File: config.mk
export PLATFORM = sky130hd
export DESIGN_NAME = pipe_ctrl
export DESIGN_NICKNAME = d
export VERILOG_FILES = /design/src/rtl/pipe_ctrl.sv
export SDC_FILE = /design/constraint.sdc
export NUM_CORES = 1
export LEC_CHECK = 0
export CORE_MARGIN = 2
export CORE_UTILIZATION = 49
export DETAILED_ROUTE_END_ITERATION = 8
export HOLD_SLACK_MARGIN = 0.12
export PLACE_DENSITY = 0.82
export SETUP_SLACK_MARGIN = 0.4
export SKIP_CTS_REPAIR_TIMING = 1
export SKIP_LAST_GASP = 1
export SYNTH_ARGS = -nofsm -noshare
export SYNTH_HDL_FRONTEND = slang
export SYNTH_SLANG_ARGS = --single-unit
File: constraint.sdc
create_clock -name clk -period 4.8 [get_ports clk]
set_input_delay 0.96 -clock clk [delete_from_list [all_inputs] [get_ports clk]]
set_output_delay 0.96 -clock clk [all_outputs]
set_load 0.005 [all_outputs]
File: src/rtl/pipe_ctrl.sv
// Pipeline sequencer and load-use hazard controller for the 5-stage 16-bit core.
// Drives per-stage enables, ID/EX bubbles, LDM immediate suppression and HLT drain.
module pipe_ctrl #(
  parameter int unsigned DRAIN_CYCLES = 3,
  parameter int unsigned CNT_W        = 16
) (
  input  logic             clk,
  input  logic             rst,
  input  logic             start,
  input  logic             halt,
  input  logic             ldm,
  input  logic             ex_mem_read,
  input  logic             ex_rw,
  input  logic [2:0]       ex_rd,
  input  logic [2:0]       id_rs,
  input  logic [2:0]       id_rt,
  input  logic             id_use_rs,
  input  logic             id_use_rt,
  output logic             fetch_enable,
  output logic             decode_enable,
  output logic             ifid_we,
  output logic             idex_we,
  output logic             idex_bubble,
  output logic             exmem_we,
  output logic             memwb_we,
  output logic             running,
  output logic             done,
  output logic [CNT_W-1:0] stall_cnt
);

  typedef enum logic [2:0] {StIdle, StRun, StImm, StDrain, StHalted} state_e;

  state_e             state_q;
  logic [3:0]         drain_q;
  logic [CNT_W-1:0]   stall_q;
  logic               hazard;

  assign hazard = ex_mem_read & ex_rw &
                  ((id_use_rs & (id_rs == ex_rd)) | (id_use_rt & (id_rt == ex_rd)));

  always_ff @(posedge clk) begin
    if (rst) begin
      state_q <= StIdle;
      drain_q <= '0;
      stall_q <= '0;
    end else begin
      case (state_q)
        StIdle, StHalted: begin
          if (start) state_q <= StRun;
        end
        StRun: begin
          if (halt) begin
            drain_q <= 4'(DRAIN_CYCLES - 1);
            state_q <= StDrain;
          end else if (hazard) begin
            if (stall_q != '1) stall_q <= stall_q + 1'b1;
          end else if (ldm) begin
            state_q <= StImm;
          end
        end
        StImm: state_q <= StRun;
        StDrain: begin
          if (drain_q == 4'd0) state_q <= StHalted;
          else                 drain_q <= drain_q - 4'd1;
        end
        default: state_q <= StIdle;
      endcase
    end
  end

  // Outputs follow the inputs in the same cycle so stalls take effect immediately.
  always_comb begin
    fetch_enable  = 1'b0;
    decode_enable = 1'b0;
    ifid_we       = 1'b0;
    idex_we       = 1'b0;
    idex_bubble   = 1'b0;
    exmem_we      = 1'b0;
    memwb_we      = 1'b0;
    running       = 1'b0;
    done          = 1'b0;
    stall_cnt     = '0;
    if (!rst) begin
      stall_cnt = stall_q;
      case (state_q)
        StRun: begin
          running       = 1'b1;
          decode_enable = 1'b1;
          idex_we       = 1'b1;
          exmem_we      = 1'b1;
          memwb_we      = 1'b1;
          if (halt || hazard) begin
            idex_bubble = 1'b1;
          end else begin
            fetch_enable = 1'b1;
            ifid_we      = 1'b1;
          end
        end
        StImm: begin
          running       = 1'b1;
          fetch_enable  = 1'b1;
          decode_enable = 1'b1;
          ifid_we       = 1'b1;
          idex_we       = 1'b1;
          idex_bubble   = 1'b1;
          exmem_we      = 1'b1;
          memwb_we      = 1'b1;
        end
        StDrain: begin
          decode_enable = 1'b1;
          idex_we       = 1'b1;
          idex_bubble   = 1'b1;
          exmem_we      = 1'b1;
          memwb_we      = 1'b1;
        end
        StHalted: done = 1'b1;
        default: ;
      endcase
    end
  end

endmodule

Word-level counts from Yosys, hierarchy flattened. Cells that the tools add are included.

Word-level logic and storage cells: 57. Input port bits: 18. Register bits: 23. Output and inout port bits: 25.

Eq/ne operators: 13. Add/sub/neg operators: 2. Multiplexer cells: 22. Reduce and logical (&&, ||, !) cells: 11. Bitwise gates (word level): 6.

Operators with widths (count): 16-bit by 1-bit adder with 16-bit output, second input constant (1); 16-bit two-way mux (1); 16-bit != test, second input constant (1); 3-bit two-way mux (5); 3-bit one-hot mux with 4 select lines (1); 1-bit two-way mux (10); 4-bit two-way mux (2); 2-bit != test, second input constant (4); 4-bit one-hot mux with 2 select lines (1); 4-bit AND reduction (2); 3-bit by 2-bit equality test with 1-bit output, second input constant (2); 3-bit equality test (2); 3-bit != test, second input constant (2); 2-bit OR reduction (3); 1-bit AND (4); 4-bit logical NOT (1); 1-bit one-hot mux with 2 select lines (2); 4-bit by 1-bit subtractor with 4-bit output, second input constant (1); 3-bit by 1-bit equality test with 1-bit output, second input constant (1); 3-bit equality test, second input constant (1); 3-bit logical NOT (1); 3-bit AND reduction (1); 3-bit OR reduction (1); 2-bit nonzero test (1); other kinds (3) (3).

Depth between registers and ports, before layout.
Depth in word-level cells: 8. Mapped depth: 8. Depth with buffers taken out: 6.

Worst setup path after synthesis. No wires, ideal clock.

Kind: input to output. Start: input port rst. End: output port idex_bubble. Stages: 3. Required time: 3.840 ns. Path slack: 2.000 ns. Arrival time: 1.840 ns. Path buffers: 1. Cell sequence: clkbuf_1 nor3_1 a21boi_0.

Longest elaborated chain between the ends: 1.

RTL lines: start: declaration (RTL line 8) `input logic rst,`; 1-bit two-way mux (RTL line 83) `if (!rst) begin`; end: declaration (RTL line 23) `output logic idex_bubble,`.

No other way between the ends.

Worst setup path in the final report.
Start: input port ex_rd[1]. End: output port idex_bubble.

Longest elaborated chain between the ends: 8. Elaborated cells on any way between the ends: 10. Those cells by class: eq/ne (2); mux (3); bitwise (4); reduce/logical (1).

RTL lines: start: declaration (RTL line 14) `input logic [2:0] ex_rd,`; 3-bit equality test (RTL line 39) `((id_use_rs & (id_rs == ex_rd)) | (id_use_rt & (id_rt == ex_rd)));`; 1-bit AND (RTL line 39); 1-bit OR * (RTL line 39); 1-bit AND * (RTL line 38) `assign hazard = ex_mem_read & ex_rw &`; 1-bit logical OR * (RTL line 92) `if (halt || hazard) begin`; 1-bit two-way mux * (RTL line 92); 1-bit one-hot mux with 2 select lines * (RTL line 85) `case (state_q)`; 1-bit two-way mux * (RTL line 83).

Mark *: on every way between the ends. The rest lies on a longest branch, timed or not.

==> flow_metrics.env <==
export IMPL_htreeDepth=1
export IMPL_r2r_slack_ns=2.30
export IMPL_grt_total_usage_pct=20.2
export IMPL_rr_worst_depth=6
export IMPL_skew_ns=0.00174
export IMPL_crit_path_top_delay_cell="clkdlybuf4s50_1"
export IMPL_synth_warnings=0
export IMPL_min_from="stall_q[14]"
export IMPL_avgSynthCellArea_um2=8.35
export IMPL_worst_hold_path_type="register to register"
export IMPL_synth_compound_area_share_pct=11.3
export IMPL_num_rows=19
export IMPL_drtAntennaViolNets=0
export IMPL_antenna_found_initial=0
export IMPL_worstPathRequired_ns=3.84
export IMPL_arrival_ns=2.83
export IMPL_worst_slack_ns=1.01
export IMPL_io_buffers=42
export IMPL_hold_viol=0
export IMPL_finalMaxSlewViolations=0
export IMPL_cts_root_buf="clkbuf_4"
export IMPL_path_max_fanout=3
export IMPL_crit_chain="clkdlybuf4s50_1 > xnor2_1 > nand4_1 > a21oi_1 > nor2_1 > a21boi_0 > clkdlybuf4s50_1"
export IMPL_clock_latency_ns=0.31
export IMPL_gp_congestion=0.776
export IMPL_ios=43
export IMPL_grt_pass1_wl_um=5420
export IMPL_synth_async_sr_flop_share_pct=0
export IMPL_path_clk_slew_ns=0.12
export IMPL_cts_buffers_inserted=3
export IMPL_end_kind="primary output"
export IMPL_grt_busiest_layer="met2"
export IMPL_grt_max_degree=41
export IMPL_relSlewSlack_pct=38.7
export IMPL_critPathMaxStageDelay_ns=0.53
export IMPL_crit_buf_inv=2
export IMPL_die_height_um=58.3
export IMPL_cpMostUsedCell="clkdlybuf4s50_1"
export IMPL_syn_num_nets=194
export IMPL_ys_ff_latch=23
export IMPL_period_share_pct=79.0
export IMPL_synth_flop_cell="dfxtp_1"
export IMPL_r2r_end="stall_q[15]"
export IMPL_cts_path_max_buffers=2
export IMPL_num_nets_final=230
export IMPL_firstDrtPassIters=4
export IMPL_area_delta_synth_final_pct=29.3
export IMPL_min_period_ns=3.79
export IMPL_clkSinkCount=23
export IMPL_synth_edf_count=0
export IMPL_post_place_ws_ns=1.02
export IMPL_grtUsageMet1_pct=23.4
export IMPL_cts_tree="done"
export IMPL_yosys_area_share_simple_pct=33.4
export IMPL_status="finished, final reports clean"
export IMPL_yosysSeqAreaShare_pct=31.9
export IMPL_grt_pass1_vias=1330
export IMPL_holdPathStages=2
export IMPL_drive_above_1_share_pct=6.73
export IMPL_initial_core_util_pct=52.0
export IMPL_hold_path_end="stall_q[14]"
export IMPL_place_hpwl_um=2450
export IMPL_synth_cell_type_count=43
export IMPL_total_leakage_power_uw=0.000646
export IMPL_synth_top_family_by_area="simple AND/OR/NAND/NOR gates"
export IMPL_diodes=0
export IMPL_via_per_inst=5.82
export IMPL_tightestPinTransition_ns=0.916
export IMPL_die_w_um=58.3
export IMPL_synth_xor_area_share_pct=4.85
export IMPL_drc=0
export IMPL_peakVddDrop_mv=0.176
export IMPL_routed_wl_um=3280
export IMPL_grt_setup_unrepaired="no"
export IMPL_whs_ns=0.520
export IMPL_cp_top_family="buffers and inverters"
export IMPL_timing_rr_start="stall_q[0]"
export IMPL_core_mm2=0.00278
export IMPL_gr_usage_met3_pct=3.30
export IMPL_worstSetupPathType="primary input to primary output"
export IMPL_synth_cells=173
export IMPL_setup_violations=0
export IMPL_die_area_mm2=0.00340
export IMPL_drtIter0Drc=28
export IMPL_timing_fmax_ghz=0.264
export IMPL_syn_area_mm2=0.00145
export IMPL_powerDensity_mw_per_mm2=186
export IMPL_synthAdderAreaFrac_pct=2.60
export IMPL_grt_util_met2_pct=36.9
export IMPL_max_cap_viol_count=0
export IMPL_num_vias=1391
export IMPL_synth_area_mux_share_pct=10.0
export IMPL_fin_tns_setup_ns=0
export IMPL_critPathLaunchType="primary input"
export IMPL_wl_per_cell_um=13.7
export IMPL_grt_overflow=0
-- flip-flops by register name (all words and copies together), names as in the netlist --
signal / count
drain_q: 4
state_q: 3
stall_q: 16
-- cells by family after synthesis --
| family | count (synthesis) |
|---|---|
| DFF | 23 |
| buffers and inverters | 16 |
| AOI/OAI and AO/OA | 23 |
| and+or+nand+nor | 87 |
| muxes | 13 |
| xor gates and xnor gates | 8 |
| adders and majority gates | 3 |
-- per-layer routing --
layer | wire length [µm] | part of all wire, %
met1 | 1390 | 42
met2 | 1660 | 51
met3 | 189 | 5.8
met4 | 46 | 1.4
met5 | 0 | 0
-- worst max path at each step --
stage / start / endpoint / slack [ns] / cells after the start
6_report: ex_rd[1] / idex_bubble / 1.01 / 7
5_1_grt: ex_rd[1] / idex_bubble / 0.86 / 7
4_1_cts: ex_rd[0] / idex_bubble / 1.01 / 7
3_5_place_dp: ex_rd[1] / idex_bubble / 1.02 / 7
3_3_place_gp: ex_rd[1] / idex_bubble / 1.07 / 7
2_1_floorplan: rst / idex_bubble / 2.00 / 3
-- cells in the mapped netlist, types with 3 or more instances --
cell	n	area (µm²)
inv_1	4	15.0
o21ai_0	4	20.0
nor3_1	9	45.0
a211oi_1	3	22.5
buf_4	4	30.0
dfxtp_1	23	460
xnor2_1	6	52.6
nand2_1	9	33.8
clkbuf_1	4	15.0
ha_1	3	37.5
a21oi_1	5	25.0
nor4b_1	3	26.3
mux2_2	5	56.3
mux2_1	7	78.8
nor2b_1	16	100
nor2_1	23	86.3
and3_1	3	18.8
nand4_1	4	25.0
nand3_1	7	35.0
-- layout by cell type, fill, tap and decap left out, types with 3 or more instances in the layout --
cell type,instances
a211oi_1,3
a21oi_1,5
and3_1,3
clkbuf_4,3
clkdlybuf4s50_1,42
dfxtp_1,23
ha_1,3
inv_1,4
mux2_1,7
mux2_2,5
nand2_1,9
nand3_1,7
nand4_1,4
nor2_1,23
nor2b_1,16
nor3_1,9
nor4b_1,3
o21ai_0,4
xnor2_1,6
-- report_power, final --
| group | internal, µW | switching, µW | leakage [µW] |
|---|---|---|---|
| clock network | 32.5 | 57.6 | 0.0000150 |
| registers | 193 | 4.00 | 0.000186 |
| logic | 35.4 | 24.4 | 0.000445 |
| total | 261 | 86.1 | 0.000646 |
-- final cells by class --
class / count / area [µm²]
fill: 242 / 913
clock buffer: 4 / 26.3
multi-input combinational: 134 / 900
timing repair buffer: 43 / 428
tap: 31 / 38.8
inverter: 4 / 15.0
sequential: 23 / 460
-- worst register-to-register path, stage by stage (launching register included) --
cell     delay [ns]
dfxtp_1        0.44
ha_1           0.26
and3_1         0.19
nand4_1        0.21
nor2_1         0.76
or4b_1         0.23
mux2_1         0.31
-- through the flow --
stage	total power, µW	std cells	instance area [µm²]	util, %
2_1_floorplan	233	173	1450	-
3_3_place_gp	259	235	1840	66.2
3_5_place_dp	261	235	1840	66.2
4_1_cts	350	239	1870	67.2
5_1_grt	365	239	1870	67.2
6_report	347	239	1870	67.2
(Power assumes the default switching activity.)
